[src/rtl/alu_pipe_mse.sv]
// alu_pipe_mse -- two-stage pipelined ALU with valid/ready on both sides.
//
// Optional feature macro: ALU_MSE_INJECT_EN (adds mse_sel fault-substitution input).
//
// Ports:
//   clk, rst_n            clock (rising edge), asynchronous active-low reset
//   in_valid/in_ready     input handshake; in_a, in_b, in_opcode sampled on transfer
//   mse_sel               (ALU_MSE_INJECT_EN only) substitution select, travels with op
//   out_valid/out_ready   output handshake; out_result and flags held while stalled
//   out_zero/carry/ovf/neg  registered result flags
//   op_count              completed output transfers, wraps modulo 2^CNT_W
module alu_pipe_mse #(
    parameter int WIDTH = 8,
    parameter int CNT_W = 16
) (
    input  logic             clk,
    input  logic             rst_n,
    input  logic             in_valid,
    output logic             in_ready,
    input  logic [WIDTH-1:0] in_a,
    input  logic [WIDTH-1:0] in_b,
    input  logic [2:0]       in_opcode,
`ifdef ALU_MSE_INJECT_EN
    input  logic [1:0]       mse_sel,
`endif
    output logic             out_valid,
    input  logic             out_ready,
    output logic [WIDTH-1:0] out_result,
    output logic             out_zero,
    output logic             out_carry,
    output logic             out_ovf,
    output logic             out_neg,
    output logic [CNT_W-1:0] op_count
);

    typedef enum logic [2:0] {
        OP_ADD = 3'b000,
        OP_SUB = 3'b001,
        OP_AND = 3'b010,
        OP_OR  = 3'b011,
        OP_XOR = 3'b100,
        OP_EQ  = 3'b101,
        OP_LT  = 3'b110,
        OP_NOP = 3'b111
    } op_e;

    localparam int MSB = WIDTH - 1;

    // Stage 1 registers
    logic             s1_valid_q;
    logic [WIDTH-1:0] s1_a_q, s1_b_q;
    op_e              s1_op_q;
`ifdef ALU_MSE_INJECT_EN
    logic [1:0]       s1_sel_q;
`endif

    // Output register
    logic             out_valid_q;
    logic [WIDTH-1:0] res_q;
    logic             zero_q, carry_q, ovf_q, neg_q;
    logic [CNT_W-1:0] cnt_q;

    // Held low through reset and set on the first edge after release, so
    // in_ready reads 0 during reset and 1 from the first clock onward.
    logic             rdy_en_q;

    logic s2_ready, in_fire, s1_fire, out_fire;

    assign s2_ready = !out_valid_q || out_ready;
    assign in_ready = rdy_en_q && (!s1_valid_q || s2_ready);
    assign in_fire  = in_valid && in_ready;
    assign s1_fire  = s1_valid_q && s2_ready;
    assign out_fire = out_valid_q && out_ready;

    // Stage 2 combinational compute
    logic [WIDTH:0]   sum_w, diff_w;
    logic [WIDTH-1:0] and_w, or_w, xor_w;
    logic [WIDTH-1:0] res_d;
    logic             carry_d, ovf_d;

    assign sum_w  = {1'b0, s1_a_q} + {1'b0, s1_b_q};
    assign diff_w = {1'b0, s1_a_q} - {1'b0, s1_b_q};

`ifdef ALU_MSE_INJECT_EN
    assign and_w = (s1_sel_q == 2'b01) ? (s1_a_q | s1_b_q) : (s1_a_q & s1_b_q);
    assign or_w  = (s1_sel_q == 2'b10) ? (s1_a_q & s1_b_q) : (s1_a_q | s1_b_q);
    assign xor_w = (s1_sel_q == 2'b11) ? (s1_a_q & s1_b_q) : (s1_a_q ^ s1_b_q);
`else
    assign and_w = s1_a_q & s1_b_q;
    assign or_w  = s1_a_q | s1_b_q;
    assign xor_w = s1_a_q ^ s1_b_q;
`endif

    always_comb begin
        res_d   = '0;
        carry_d = 1'b0;
        ovf_d   = 1'b0;
        unique case (s1_op_q)
            OP_ADD: begin
                res_d   = sum_w[WIDTH-1:0];
                carry_d = sum_w[WIDTH];
                ovf_d   = (s1_a_q[MSB] == s1_b_q[MSB]) && (sum_w[MSB] != s1_a_q[MSB]);
            end
            OP_SUB: begin
                res_d   = diff_w[WIDTH-1:0];
                carry_d = diff_w[WIDTH]; // borrow: A < B unsigned
                ovf_d   = (s1_a_q[MSB] != s1_b_q[MSB]) && (diff_w[MSB] != s1_a_q[MSB]);
            end
            OP_AND:  res_d = and_w;
            OP_OR:   res_d = or_w;
            OP_XOR:  res_d = xor_w;
            OP_EQ:   res_d = {{(WIDTH-1){1'b0}}, (s1_a_q == s1_b_q)};
            OP_LT:   res_d = {{(WIDTH-1){1'b0}}, (s1_a_q < s1_b_q)};
            default: res_d = '0;
        endcase
    end

    always_ff @(posedge clk or negedge rst_n) begin
        if (!rst_n) begin
            rdy_en_q   <= 1'b0;
            s1_valid_q <= 1'b0;
            s1_a_q     <= '0;
            s1_b_q     <= '0;
            s1_op_q    <= OP_ADD;
`ifdef ALU_MSE_INJECT_EN
            s1_sel_q   <= '0;
`endif
        end else begin
            rdy_en_q <= 1'b1;
            if (in_fire) begin
                s1_valid_q <= 1'b1;
                s1_a_q     <= in_a;
                s1_b_q     <= in_b;
                s1_op_q    <= op_e'(in_opcode);
`ifdef ALU_MSE_INJECT_EN
                s1_sel_q   <= mse_sel;
`endif
            end else if (s1_fire) begin
                s1_valid_q <= 1'b0;
            end
        end
    end

    always_ff @(posedge clk or negedge rst_n) begin
        if (!rst_n) begin
            out_valid_q <= 1'b0;
            res_q       <= '0;
            zero_q      <= 1'b0;
            carry_q     <= 1'b0;
            ovf_q       <= 1'b0;
            neg_q       <= 1'b0;
        end else if (s1_fire) begin
            out_valid_q <= 1'b1;
            res_q       <= res_d;
            zero_q      <= (res_d == '0);
            carry_q     <= carry_d;
            ovf_q       <= ovf_d;
            neg_q       <= res_d[MSB];
        end else if (out_fire) begin
            out_valid_q <= 1'b0;
        end
    end

    always_ff @(posedge clk or negedge rst_n) begin
        if (!rst_n) begin
            cnt_q <= '0;
        end else if (out_fire) begin
            cnt_q <= cnt_q + 1'b1;
        end
    end

    assign out_valid  = out_valid_q;
    assign out_result = res_q;
    assign out_zero   = zero_q;
    assign out_carry  = carry_q;
    assign out_ovf    = ovf_q;
    assign out_neg    = neg_q;
    assign op_count   = cnt_q;

endmodule

[config.mk]
export PLATFORM = sky130hd
export DESIGN_NAME = alu_pipe_mse
export DESIGN_NICKNAME = d
export VERILOG_FILES = /design/src/rtl/alu_pipe_mse.sv
export SDC_FILE = /design/constraint.sdc
export NUM_CORES = 1
export LEC_CHECK = 0
export ABC_AREA = 1
export CAP_MARGIN = 20
export CORE_UTILIZATION = 49
export DETAILED_ROUTE_END_ITERATION = 7
export GPL_TIMING_DRIVEN = 0
export PLACE_DENSITY = 0.74
export SLEW_MARGIN = 20
export SYNTH_ARGS = -nofsm -noshare
export SYNTH_HDL_FRONTEND = slang
export SYNTH_SLANG_ARGS = --single-unit
[constraint.sdc]
create_clock -name clk -period 1.85 [get_ports clk]
set_clock_uncertainty 0.15 [all_clocks]
set_input_delay 0.555 -clock clk [delete_from_list [all_inputs] [get_ports clk]]
set_output_delay 0.555 -clock clk [all_outputs]
set_load 0.02 [all_outputs]
Yosys cells after proc, flatten, opt, wreduce, memory -nomap -nowiden

Index checks and enable logic that the tools add are counted.

Bits of input ports: 23
Bits in registers: 50
Output and inout bits: 30

Reduce and logical (&&, ||, !) cells: 14
$add $sub $neg: 3
Bitwise logic cells: 3
Order comparisons: 1
Equal/unequal tests: 11
Multiplexer cells: 7

Operators with widths:

| cell                                                                  | count |
|---|---|
| 8-bit one-hot mux with 7 select lines                                 | 1 |
| 16-bit by 1-bit adder with 16-bit output, second input constant       | 1 |
| 8-bit by 8-bit adder with 9-bit output                                | 1 |
| 3-bit equality test, second input constant                            | 3 |
| 8-bit by 8-bit subtractor with 9-bit output                           | 1 |
| 8-bit AND                                                             | 1 |
| 8-bit equality test                                                   | 1 |
| 8-bit logical NOT                                                     | 1 |
| 8-bit < comparator                                                    | 1 |
| 8-bit bitwise OR                                                      | 1 |
| 8-bit XOR                                                             | 1 |
| 3-bit by 2-bit equality test with 1-bit output, second input constant | 2 |
| 1-bit logical AND                                                     | 6 |
| 1-bit 2-to-1 mux                                                      | 4 |
| 1-bit one-hot mux with 2 select lines                                 | 2 |
| 2-bit nonzero test                                                    | 2 |
| 3-bit by 1-bit equality test with 1-bit output, second input constant | 1 |
| 3-bit logical NOT                                                     | 1 |
| 1-bit != test                                                         | 3 |
| 1-bit logical NOT                                                     | 2 |
| 1-bit logical OR                                                      | 2 |
| 1-bit equality test                                                   | 1 |

Longest topological paths before layout

Gate-level depths: netlist (run 1).

Depth in word-level cells: 6
Mapped depth: 15
Depth with buffers taken out: 15

Worst setup path before layout (run 1)

No wires, ideal clock.

Path kind: flip-flop to flip-flop
From: register s1_b_q[0]
To: register zero_q (netlist: out_zero)
Data arrival time: 1.667 ns
Cell stages (with the launch flop): 14
Path slack: -0.033 ns
Period minus slack after synthesis: 1.883 ns
Buffers on the path: 0
Required time: 1.634 ns
Setup time: 0.066 ns
Cells stage by stage: dfrtp_1 ha_1 inv_1 fa_1 inv_1 nand2_1 nand2_1 nor2_1 nand2_1 nor2_1 nand2_1 nor2_1 nand3_1 nand2_1

Cells in the longest elaborated chain, start to end: 3
Elaborated cells on any way between the ends: 9

RTL lines:

| item                                                                      | RTL line | RTL |
|---|---|---|
| start, declared                                                           | 51       | `logic [WIDTH-1:0] s1_a_q, s1_b_q;` |
| start signal, assigned                                                    | 133      | `s1_b_q <= in_b;` |
| 8-bit by 8-bit subtractor with 9-bit output, or another cell as far along | 82       | `assign diff_w = {1'b0, s1_a_q} - {1'b0, s1_b_q};` |
| 8-bit one-hot mux with 7 select lines *                                   | 98       | `unique case (s1_op_q)` |
| 8-bit logical NOT *                                                       | 155      | `zero_q <= (res_d == '0);` |
| end signal, assigned                                                      | 155      |  |
| end, declared                                                             | 60       | `logic zero_q, carry_q, ovf_q, neg_q;` |

Mark *: on every way between the ends. The rest lies on a longest branch, timed or not.
A chain may end at the register's enable or synchronous reset.

Worst setup path in the final report (run 1)

From: register s1_a_q[0]
To: register zero_q (netlist: out_zero)

Cells in the longest elaborated chain, start to end: 3
Elaborated cells on any way between the ends: 9

RTL lines:

| item                                                                      | RTL line | RTL |
|---|---|---|
| start, declared                                                           | 51       |  |
| start signal, assigned                                                    | 132      | `s1_a_q <= in_a;` |
| 8-bit by 8-bit subtractor with 9-bit output, or another cell as far along | 82       |  |
| 8-bit one-hot mux with 7 select lines *                                   | 98       |  |
| 8-bit logical NOT *                                                       | 155      |  |

Marks and branches as above.

==> results.md, run 1 <==
* Max cap viols at 0
* Number of I/O port buffers at 52
* Static leakage at 2.34 nW
* Status: finished, violations left
* Drt wl/cell at 14.5 um
* Dpl ws at -0.838 ns
* Total number of vias at 3225
* H-tree Lvls at 2
* Clock power share at 14.9%
* Synth Cell Area at 3300 um2
* Post-synthesis register bit count at 49
* Reg clk slew, reported paths at 0.11 ns
* Total power at 4.50 mW
* Fin. max-slew vios at 0
* Nets at 584
* Number of global-route vias before repair at 2861
* Worst Setup End Kind: flip-flop
* Async S/R FF share, synth at 100%
* Post-synth EDFFs at 0
* WP data required at 1.95 ns
* R2R cell count at 14
* Startpoint Class: flip-flop
* Combinational share of power at 53.6%
* Fraction of layout instances using a drive strength above 1 at 33.1%
* Pre-antenna DRT Iters at 7
* Vias/cell at 5.28
* Mapped Cells at 436
* Commonest cells post-synth: 112 x nand2_1, 50 x inv_1, 49 x dfrtp_1
* Failing checks: design-rule violations, negative setup slack
* Longest Clk Path Bufs at 2
* Syn avg cell area at 7.56 um2
* Initial antenna violation count at 0
* Fill count at 542
* Seq/Total Area, Yosys at 37.2%
* Max FO, Critical Path at 2
* Initial DRC count at 349
* Post-synth net total at 487
* Crit path to: out_zero
* Int Power at 2.54 mW
* Worst slew pin tran at 0.596 ns
* Reg2Reg Setup Slack at -0.23 ns
* Core Area at 6420 um2
* Psw at 1.96 mW
* Synth area leaders: dfrtp_1 37%, nand2_1 13%, ha_1 9.9%
* # diodes at 0
* Crit Path Category: flip-flop to flip-flop
* Area growth from synthesis to layout at 41.7%
* Total CTS buffers at 5
* Switch share at 43.6%
* Setup violations, final at 8
* IO Count at 53
* Die width at 84.0 um
* Detail Placement HPWL at 6160 um
* Worst slew margin at 60.3%
* Sinks on Clock Net at 49
* Final WS setup at -0.225 ns
* Die area at 7060 um2
* Multi-input combinational cell area at 2160 um2
* GPL Wtd Cong at 0.996
* Cts hold-fix bufs at 0
* Synth top area share at 37.2%
* Leading area contributor after synthesis: dfrtp_1
* Post-synth cell types at 36
* Final Cycle Share at 112%
* RSZ-0062 raised after global routing: true
* First-pass GRT wire length at 13900 um
* Drt total wl at 8840 um
* R2r startpoint: s1_a_q[0]
* Drc violations at 6
* R2r endpoint: out_zero
* Maximum VDD drop at 0.437 mV
* Chip Height at 84.0 um
* Power per cell area at 963 nW/um2
* Most common cell in the netlist: nand2_1
* Worst Setup SP: s1_a_q[0]
* # rows at 29
* Largest net degree at the start of global routing at 31
* Sequential power share at 31.5%
* Clock tree root driver cell: clkbuf_8
* Tot GR Track Use at 24.8%
* Final Hold Viols at 0
* Final critical-path required period at 2.08 ns
* TritonCTS clock tree: done
* FMAX at 482 MHz
* Synth warnings at 0
* GRT overflow at 0
* Initial Util at 51.4%
* Post-synth top flop: dfrtp_1
* Worst Path Arrival at 2.18 ns
* HP Class: input port to async pin
* Clock Latency Late Sink at 0.32 ns
* Seq. cell area at 1230 um2
* Detail Route Antenna Nets at 0
==> state kept, by name, indices dropped and copies added, names as in the netlist <==
name / cells
out_ovf: 1
s1_b_q: 8
out_result: 8
s1_a_q: 8
out_valid: 1
out_carry: 1
out_zero: 1
s1_valid_q: 1
op_count: 16
s1_op_q: 3
rdy_en_q: 1
==> stage by stage <==
stage	TNS (ns)	std cells	instance area, um2	util, %	hold slack, ns
after CTS	-0.585	594	4320	67.2	0.0646
after global routing	-1.64	611	4670	72.8	0.0763
after global placement	-82.29	565	3920	61.0	0.313
final	-0.684	611	4670	72.8	0.0430
after floorplan	-0.0268	436	3300	-	0.109
after detailed placement	-17.78	566	3940	61.3	0.315
==> layout make-up <==
| cell class | count | share of cell area (%) |
|---|---|---|
| Sequential cell | 49 | 26.3 |
| Tap cell | 77 | 2.06 |
| Multi-Input combinational cell | 316 | 46.2 |
| Inverter | 58 | 4.93 |
| Timing Repair Buffer | 94 | 17.5 |
| Clock inverter | 3 | 0.455 |
| Clock buffer | 5 | 1.47 |
| Buffer | 9 | 1.12 |
==> layer usage <==
metal	global-route usage [%]	wire, um	up-vias
li1	-	-	1578
met2	40.5	4220	115
met1	35.2	3980	1520
met3	3.26	543	12
met5	0	0	-
met4	5.02	97	0
==> worst max-delay path, stage by stage (launching register included) <==
cell and delay [ns]:
dfrtp_1 0.41, inv_2 0.07, ha_4 0.17, fa_2 0.35
nand2_1 0.08, nand2_1 0.05, nand2_1 0.06, nand2_1 0.05
nor2_2 0.10, nand3_1 0.10, nor2_1 0.10, nand2_1 0.06
nor2_1 0.11, nand3_1 0.09, nand2_1 0.06
==> logic make-up after synthesis <==
group / synth area share (%)
simple gates: 30.7
mux: 0.341
other cells: 0.114
buf+inv: 8.57
xor+xnor: 4.21
flops: 37.2
compound gates: 7.81
fa+ha+maj: 11.1
==> power groups by stage <==
stage	sequential (mW)	clock, mW	combinational [mW]
final	1.42	0.670	2.41
after global routing	1.44	0.717	2.64
after CTS	1.41	0.679	2.00
after detailed placement	1.44	0	1.78
after global placement	1.43	0	1.76
after floorplan	1.58	0	1.00
==> worst min-delay path by stage <==
| stage | startpoint | end | slack, ns |
|---|---|---|---|
| 2_1_floorplan | rst_n | op_count[0] | 0.11 |
| 3_3_place_gp | out_result[3] | out_result[3] | 0.31 |
| 3_5_place_dp | out_result[3] | out_result[3] | 0.31 |
| 4_1_cts | rst_n | s1_a_q[0] | 0.06 |
| 5_1_grt | rst_n | s1_a_q[0] | 0.08 |
| 6_report | rst_n | s1_a_q[0] | 0.04 |
==> cells in the final DEF (no fill, tap or decap), drive strengths merged, types with 3 or more instances in the layout <==
master,netlist,final
o21ai,6,6
clkdlybuf4s15,0,6
a31oi,3,3
ha,26,26
nand4,5,5
nand2,114,114
xor2,10,10
clkbuf,4,11
dlygate4sd2,0,22
dfrtp,49,49
inv,58,59
clkdlybuf4s50,0,20
xnor2,5,5
nor3,8,8
nor2,52,52
buf,9,49
a21oi,30,30
nand3,44,44
==> what timing repair did <==
item                                    4_1_cts  5_1_grt
setup buffers                                21       19
pin swaps                                    14       31
cloned                                        0        1
endpoints found under the setup margin       68       40
resized for setup                            91       79
endpoints found under the hold margin         0        0
No activity file was read; power rests on OpenSTA's default activity.
==> run 2: changes to the inputs <==
- CORE_UTILIZATION: 49 -> 50
- CTS_BUF_LIST: default -> sky130_fd_sc_hd__clkbuf_4
- CTS_CLUSTER_DIAMETER: default -> 80
- PLACE_DENSITY: 0.74 -> 0.75
==> run 2 against run 1 <==
The run ends with negative setup slack left. Register-to-register slack worse by 0.15 ns. Via count up 7.4%. Cell count up 4.9%. Cell area up 7.9%. Worst setup slack worse by 0.15 ns. Non-clock buffer count up 30. Combinational power up 15%. Critical endpoint is now out_carry.
==> results.md, run 2 (synthesis gave the netlist of run 1 again) <==
* Status: finished, violations left
* Failing checks: negative setup slack
* Clock tree root driver cell: clkbuf_4
* Longest Clk Path Bufs at 2 (unchanged)
* Detail Route Antenna Nets at 0 (unchanged)
* Initial Util at 51.9% (+0.59 points)
* Startpoint Class: flip-flop
* Fill count at 442 (-18%)
* Crit path largest cell delay at 0.42 ns (about the same)
* Total CTS buffers at 5 (unchanged)
* Drt wl/cell at 15.8 um (+9.1%)
* Number of global-route vias before repair at 2946 (+3.0%)
* Initial antenna violation count at 0 (unchanged)
* Total number of vias at 3463 (+7.4%)
* Hold_ws at 0.330 ns (+0.287 ns)
* Number of I/O port buffers at 52 (unchanged)
* Vias/cell at 5.40 (+2.4%)
* Commonest non-fill, non-tap cell in the layout: nand2_1
* Detail Placement HPWL at 6060 um (-1.7%)
* Area growth from synthesis to layout at 53.0%
* # rows at 29 (unchanged)
* Maximum VDD drop at 0.826 mV (+89%)
* Drt total wl at 10100 um (+15%)
* First-pass GRT wire length at 14400 um (+3.8%)
* R2r startpoint: s1_b_q[0]
* Die width at 83.2 um (-0.98%)
* Core Area at 6350 um2 (-1.1%)
* Placed cell area at 3940 um2 (unchanged)
* HP Class: flip-flop to flip-flop
* Final Hold Viols at 0 (unchanged)
* Reg2Reg Setup Slack at -0.37 ns (-0.15 ns)
* GPL Wtd Cong at 0.935 (-6.1%)
* GRT overflow at 0 (unchanged)
* Setup violations, final at 8 (unchanged)
* Final WS setup at -0.373 ns (-0.147 ns)
* Crit-path cells: buf_6, ha_4, inv_2, fa_2, inv_4, nand3_2, nand3_2, nand2_2, buf_6, a21oi_2, o21ai_1, nand2_1, nand2_1, nand2_1
* Dpl ws at -0.815 ns (+0.0229 ns)
* Static leakage at 2.48 nW (+5.9%)
* Total power at 4.84 mW (+7.6%)
* Hold_sp: out_zero
* Top delay family on crit path: adder cells
* Die area at 6920 um2 (-2.0%)
* Drc violations at 0 (-6)
* Critical path buffers and inverters at 4 (+3)
* Power per cell area at 959 nW/um2 (-0.37%)
* Most used cell, CP: nand2_1
* TritonCTS clock tree: done
* Worst slew pin tran at 0.679 ns (+0.0829 ns)
* IO Count at 53 (unchanged)
* WP data required at 2.02 ns (+0.07 ns)
* Pre-antenna DRT Iters at 5 (-2)
* Final Cycle Share at 120% (+8.0 points)
* Most frequent cells in the layout: 84 x nand2_1, 61 x buf_4, 43 x dfrtp_1, 39 x nor2_1, 27 x inv_1
* RSZ-0062 raised after global routing: true
* Largest net degree at the start of global routing at 30 (-3.2%)
* Hold EP: out_zero
* Initial DRC count at 247 (-29%)
* Worst Setup End Kind: flip-flop
* Tot GR Track Use at 26.0% (+1.2 points)
* Max reg flops at 16 (unchanged)
* # diodes at 0 (unchanged)
* Sinks on Clock Net at 49 (unchanged)
* Max cap viols at 0 (unchanged)
* Worst Path Arrival at 2.39 ns (+0.21 ns)
* Setup TNS at -1.43 ns (-0.744 ns)
* FMAX at 450 MHz (-6.6%)
* Nets at 614 (+5.1%)
* Hold-critical path depth at 2
* R2r endpoint: out_carry
* Final critical-path required period at 2.22 ns (+0.147 ns)
* Fraction of layout instances using a drive strength above 1 at 42.6% (+9.4 points)
* Chip Height at 83.2 um (-0.98%)
* Worst slew margin at 54.7% (-5.5 points)
* Max FO, Critical Path at 3 (+1)
* R2R cell count at 14 (unchanged)
* Fin. max-slew vios at 0 (unchanged)
* H-tree Lvls at 2 (unchanged)
* Crit Path Category: flip-flop to flip-flop
* Reg clk slew, reported paths at 0.14 ns (+0.03 ns)
* Critical Path Slowest Stage Cell: dfrtp_1
* Clock Latency Late Sink at 0.37 ns (+0.05 ns)
* Final Cell Area at 5050 um2 (+7.9%)
==> run 2: changes by cell type in the layout (fill, tap and decap cells not counted), sizes merged, moves of 4 or more <==
cell	change
buf	+31
clkbuf	+8
clkdlybuf4s15	+4
dlygate4sd2	-13
==> run 2: tightest hold or removal path, cell delays in order, from the launching register on <==
cell,delay (ns)
dfrtp_1,0.36
nand2_1,0.05
nand2_1,0.04
==> run 2: metal layers <==
| metal | up-vias | share of wire [%] | global-route usage (%) |
|---|---|---|---|
| li1 | 1642 | - | - |
| met1 | 1640 | 42 | 36.9 |
| met2 | 153 | 49 | 41.7 |
| met3 | 28 | 6.4 | 4.57 |
| met4 | 0 | 2.0 | 5.64 |
| met5 | - | 0 | 0 |
==> run 2: through the flow <==
stage                     instances  util [%]
after floorplan                 436         -
after global placement          565      61.7
after detailed placement        566      62.0
after CTS                       613      71.7
after global routing            641      79.5
final                           641      79.5
==> run 2: final cells by class <==
| cell class | instances | area (um2) | area share (%) |
|---|---|---|---|
| Buffer | 9 | 52.6 | 1.04 |
| Clock buffer | 6 | 45.0 | 0.893 |
| Clock inverter | 2 | 38.8 | 0.769 |
| Inverter | 58 | 235 | 4.66 |
| Multi-Input combinational cell | 316 | 2270 | 45.0 |
| Sequential cell | 49 | 1230 | 24.4 |
| Tap cell | 77 | 96.3 | 1.91 |
| Timing Repair Buffer | 124 | 1070 | 21.3 |
==> run 2: where the power goes <==
part | switching, mW | internal [mW] | total, mW | leakage (nW)
clock | 0.343 | 0.303 | 0.646 | 0.0459
combinational | 1.56 | 1.22 | 2.77 | 1.85
sequential | 0.155 | 1.26 | 1.42 | 0.585
==> run 2: worst max path at each step <==
stage | start | end | slack (ns) | cells after the start
2_1_floorplan | s1_b_q[0] | out_zero | -0.03 | 13
3_3_place_gp | rst_n | s1_op_q[0] | -1.31 | 1
3_5_place_dp | out_ready | in_ready | -0.82 | 6
4_1_cts | s1_b_q[0] | out_zero | -0.30 | 14
5_1_grt | s1_b_q[0] | out_zero | -0.47 | 14
6_report | s1_b_q[0] | out_carry | -0.37 | 14
==> run 2: timing repair <==
action	CTS	global route
pin swaps	21	49
gates resized for setup	126	114
endpoints found under the hold margin	11	0
buffers inserted	38	34
endpoints found under the setup margin	65	47
hold buffers	1	0
cloned	0	1
==> run 3: changes to the inputs <==
- SKIP_CTS_REPAIR_TIMING: default -> 1
==> run 3 against run 2 <==
The run still ends with negative setup slack left. Critical path depth did not move. Clock-buffer cell count did not move. Core utilization fell by 8.1 points. Non-clock buffer count fell by 47. Via count fell by 11%. Wire length fell by 15%. Critical endpoint is now out_zero. Largest cell class unchanged.
==> results.md, run 3 (synthesis gave the netlist of run 1 again) <==
* Fill count at 562 (+27%)
* First-pass GRT wire length at 13200 um (-8.0%)
* # rows at 29 (unchanged)
* Area growth from synthesis to layout at 37.3%
* Multi-input combinational cell area at 2010 um2 (-11%)
* Static leakage at 2.61 nW (+5.0%)
* Worst Setup End Kind: flip-flop
* Setup TNS at -1.80 ns (-0.369 ns)
* Power per cell area at 930 nW/um2 (-3.0%)
* Die width at 83.2 um (unchanged)
* Drc violations at 0 (unchanged)
* Chip Height at 83.2 um (unchanged)
* HP Class: flip-flop to flip-flop
* Failing checks: negative setup slack
* Switch share at 41.8% (-0.60 points)
* Worst slew pin tran at 0.522 ns (-0.157 ns)
* Core Area at 6350 um2 (unchanged)
* Nets at 567 (-7.7%)
* Initial DRC count at 187 (-24%)
* Setup violations, final at 11 (+3)
* Vias/cell at 5.20 (-3.7%)
* Final Cycle Share at 118% (-2.4 points)
* Most frequent cells in the layout: 104 x nand2_1, 44 x dfrtp_1, 42 x nor2_1, 40 x inv_1
* GRT overflow at 0 (unchanged)
* Detail Placement HPWL at 6060 um (unchanged)
* Detail Route Antenna Nets at 0 (unchanged)
* FMAX at 459 MHz (+2.1%)
* Final critical-path required period at 2.18 ns (-0.0448 ns)
* Fin. max-slew vios at 0 (unchanged)
* Clock tree root driver cell: clkbuf_4
* Combinational share of power at 50.6% (-6.7 points)
* Initial Util at 51.9% (unchanged)
* Reg clk slew, reported paths at 0.14 ns (about the same)
* Largest net degree at the start of global routing at 30 (unchanged)
* Int Power at 2.45 mW (-12%)
* Tot GR Track Use at 23.9% (-2.1 points)
* Pre-antenna DRT Iters at 5 (unchanged)
* # diodes at 0 (unchanged)
* Clock power share at 15.5% (+2.1 points)
* Sinks on Clock Net at 49 (unchanged)
* Initial antenna violation count at 0 (unchanged)
* Maximum VDD drop at 0.735 mV (-11%)
* Seq. cell area at 1230 um2 (-0.10%)
* Util after Layout at 71.3% (-8.1 points)
* Clock Latency Late Sink at 0.37 ns (about the same)
* GPL Wtd Cong at 0.935 (unchanged)
* Worst slew margin at 65.2% (+10 points)
* Total CTS buffers at 5 (unchanged)
* Final WS setup at -0.328 ns (+0.0448 ns)
* Worst Path Arrival at 2.35 ns (-0.04 ns)
* IO Count at 53 (unchanged)
* Number of global-route vias before repair at 2706 (-8.1%)
* Final Hold Viols at 0 (unchanged)
* Max reg flops at 16 (unchanged)
* Status: finished, violations left
* Sequential power share at 33.9% (+4.6 points)
* Startpoint Class: flip-flop
* Fraction of layout instances using a drive strength above 1 at 24.6% (-18 points)
* Die area at 6920 um2 (unchanged)
* TritonCTS clock tree: done
* Number of I/O port buffers at 52 (unchanged)
* Longest Clk Path Bufs at 2 (unchanged)
* Final Cell Area at 4530 um2 (-10%)
* Total power at 4.21 mW (-13%)
* Drt total wl at 8610 um (-15%)
* Drt wl/cell at 14.5 um (-8.2%)
* Crit Path Category: flip-flop to flip-flop
* Commonest non-fill, non-tap cell in the layout: nand2_1
* Max FO, Critical Path at 3 (unchanged)
* Max cap viols at 0 (unchanged)
* Placed cell area at 3940 um2 (unchanged)
* WP data required at 2.02 ns (about the same)
* RSZ-0062 raised after global routing: true
* H-tree Lvls at 2 (unchanged)
* Psw at 1.76 mW (-14%)
* Total number of vias at 3091 (-11%)
## run 3: worst paths after layout
check | start | end | slack (ns) | cells past startpoint
worst min-delay path | out_result[6] | out_result[6] | 0.33 | 2
worst max register to register | s1_b_q[0] | out_zero | -0.33 | 14
min in group asynchronous | rst_n | op_count[0] | 0.51 | 2
worst max-delay path | s1_b_q[0] | out_zero | -0.33 | 14
max in group asynchronous | rst_n | op_count[8] | 0.50 | 3
worst min register to register | out_result[6] | out_result[6] | 0.33 | 2
## run 3: power groups by stage
stage               clock network [mW]  registers (mW)  logic (mW)
CTS                              0.665            1.42        1.80
global placement                     0            1.43        1.76
finish                           0.653            1.43        2.13
detailed placement                   0            1.44        1.79
floorplan                            0            1.58        1.00
global route                     0.709            1.46        2.34
## run 3: metal layers
metal | routed length, um | up-vias | share of wire, % | global-route usage [%]
li1 | - | 1542 | - | -
met5 | 0 | - | 0 | 0
met3 | 413 | 12 | 4.8 | 4.17
met1 | 3840 | 1452 | 45 | 35.5
met4 | 133 | 0 | 1.5 | 4.70
met2 | 4220 | 85 | 49 | 36.9
## run 3: area by class of cell
class                      instances  share of cell area [%]
buffer                            12                    2.13
clock inverter                     2                   0.856
inverter                          58                    5.08
clock buffer                       6                   0.994
tap                               77                    2.13
multi-input combinational        316                    44.4
timing repair buffer              74                    17.2
sequential                        49                    27.2
## run 3: worst max-delay path, cell delays in order, from the launching register on
cell,delay [ns]
dfrtp_1,0.48
buf_6,0.15
ha_4,0.15
fa_2,0.35
nand2_1,0.08
nand2_1,0.05
nand2_1,0.06
nand2_1,0.05
nor2_2,0.12
nand3_2,0.10
nor2_2,0.10
nand2_1,0.05
nor2_1,0.09
nand3_1,0.09
nand2_1,0.06
## run 3: per-stage QoR
stage          hold slack, ns  std cells  setup WS (ns)
6_report                0.334        594         -0.328
5_1_grt                 0.358        594         -0.511
4_1_cts               -0.0113        574         -0.817
3_5_place_dp            0.316        566         -0.815
3_3_place_gp            0.312        565          -1.31
2_1_floorplan           0.109        436        -0.0268
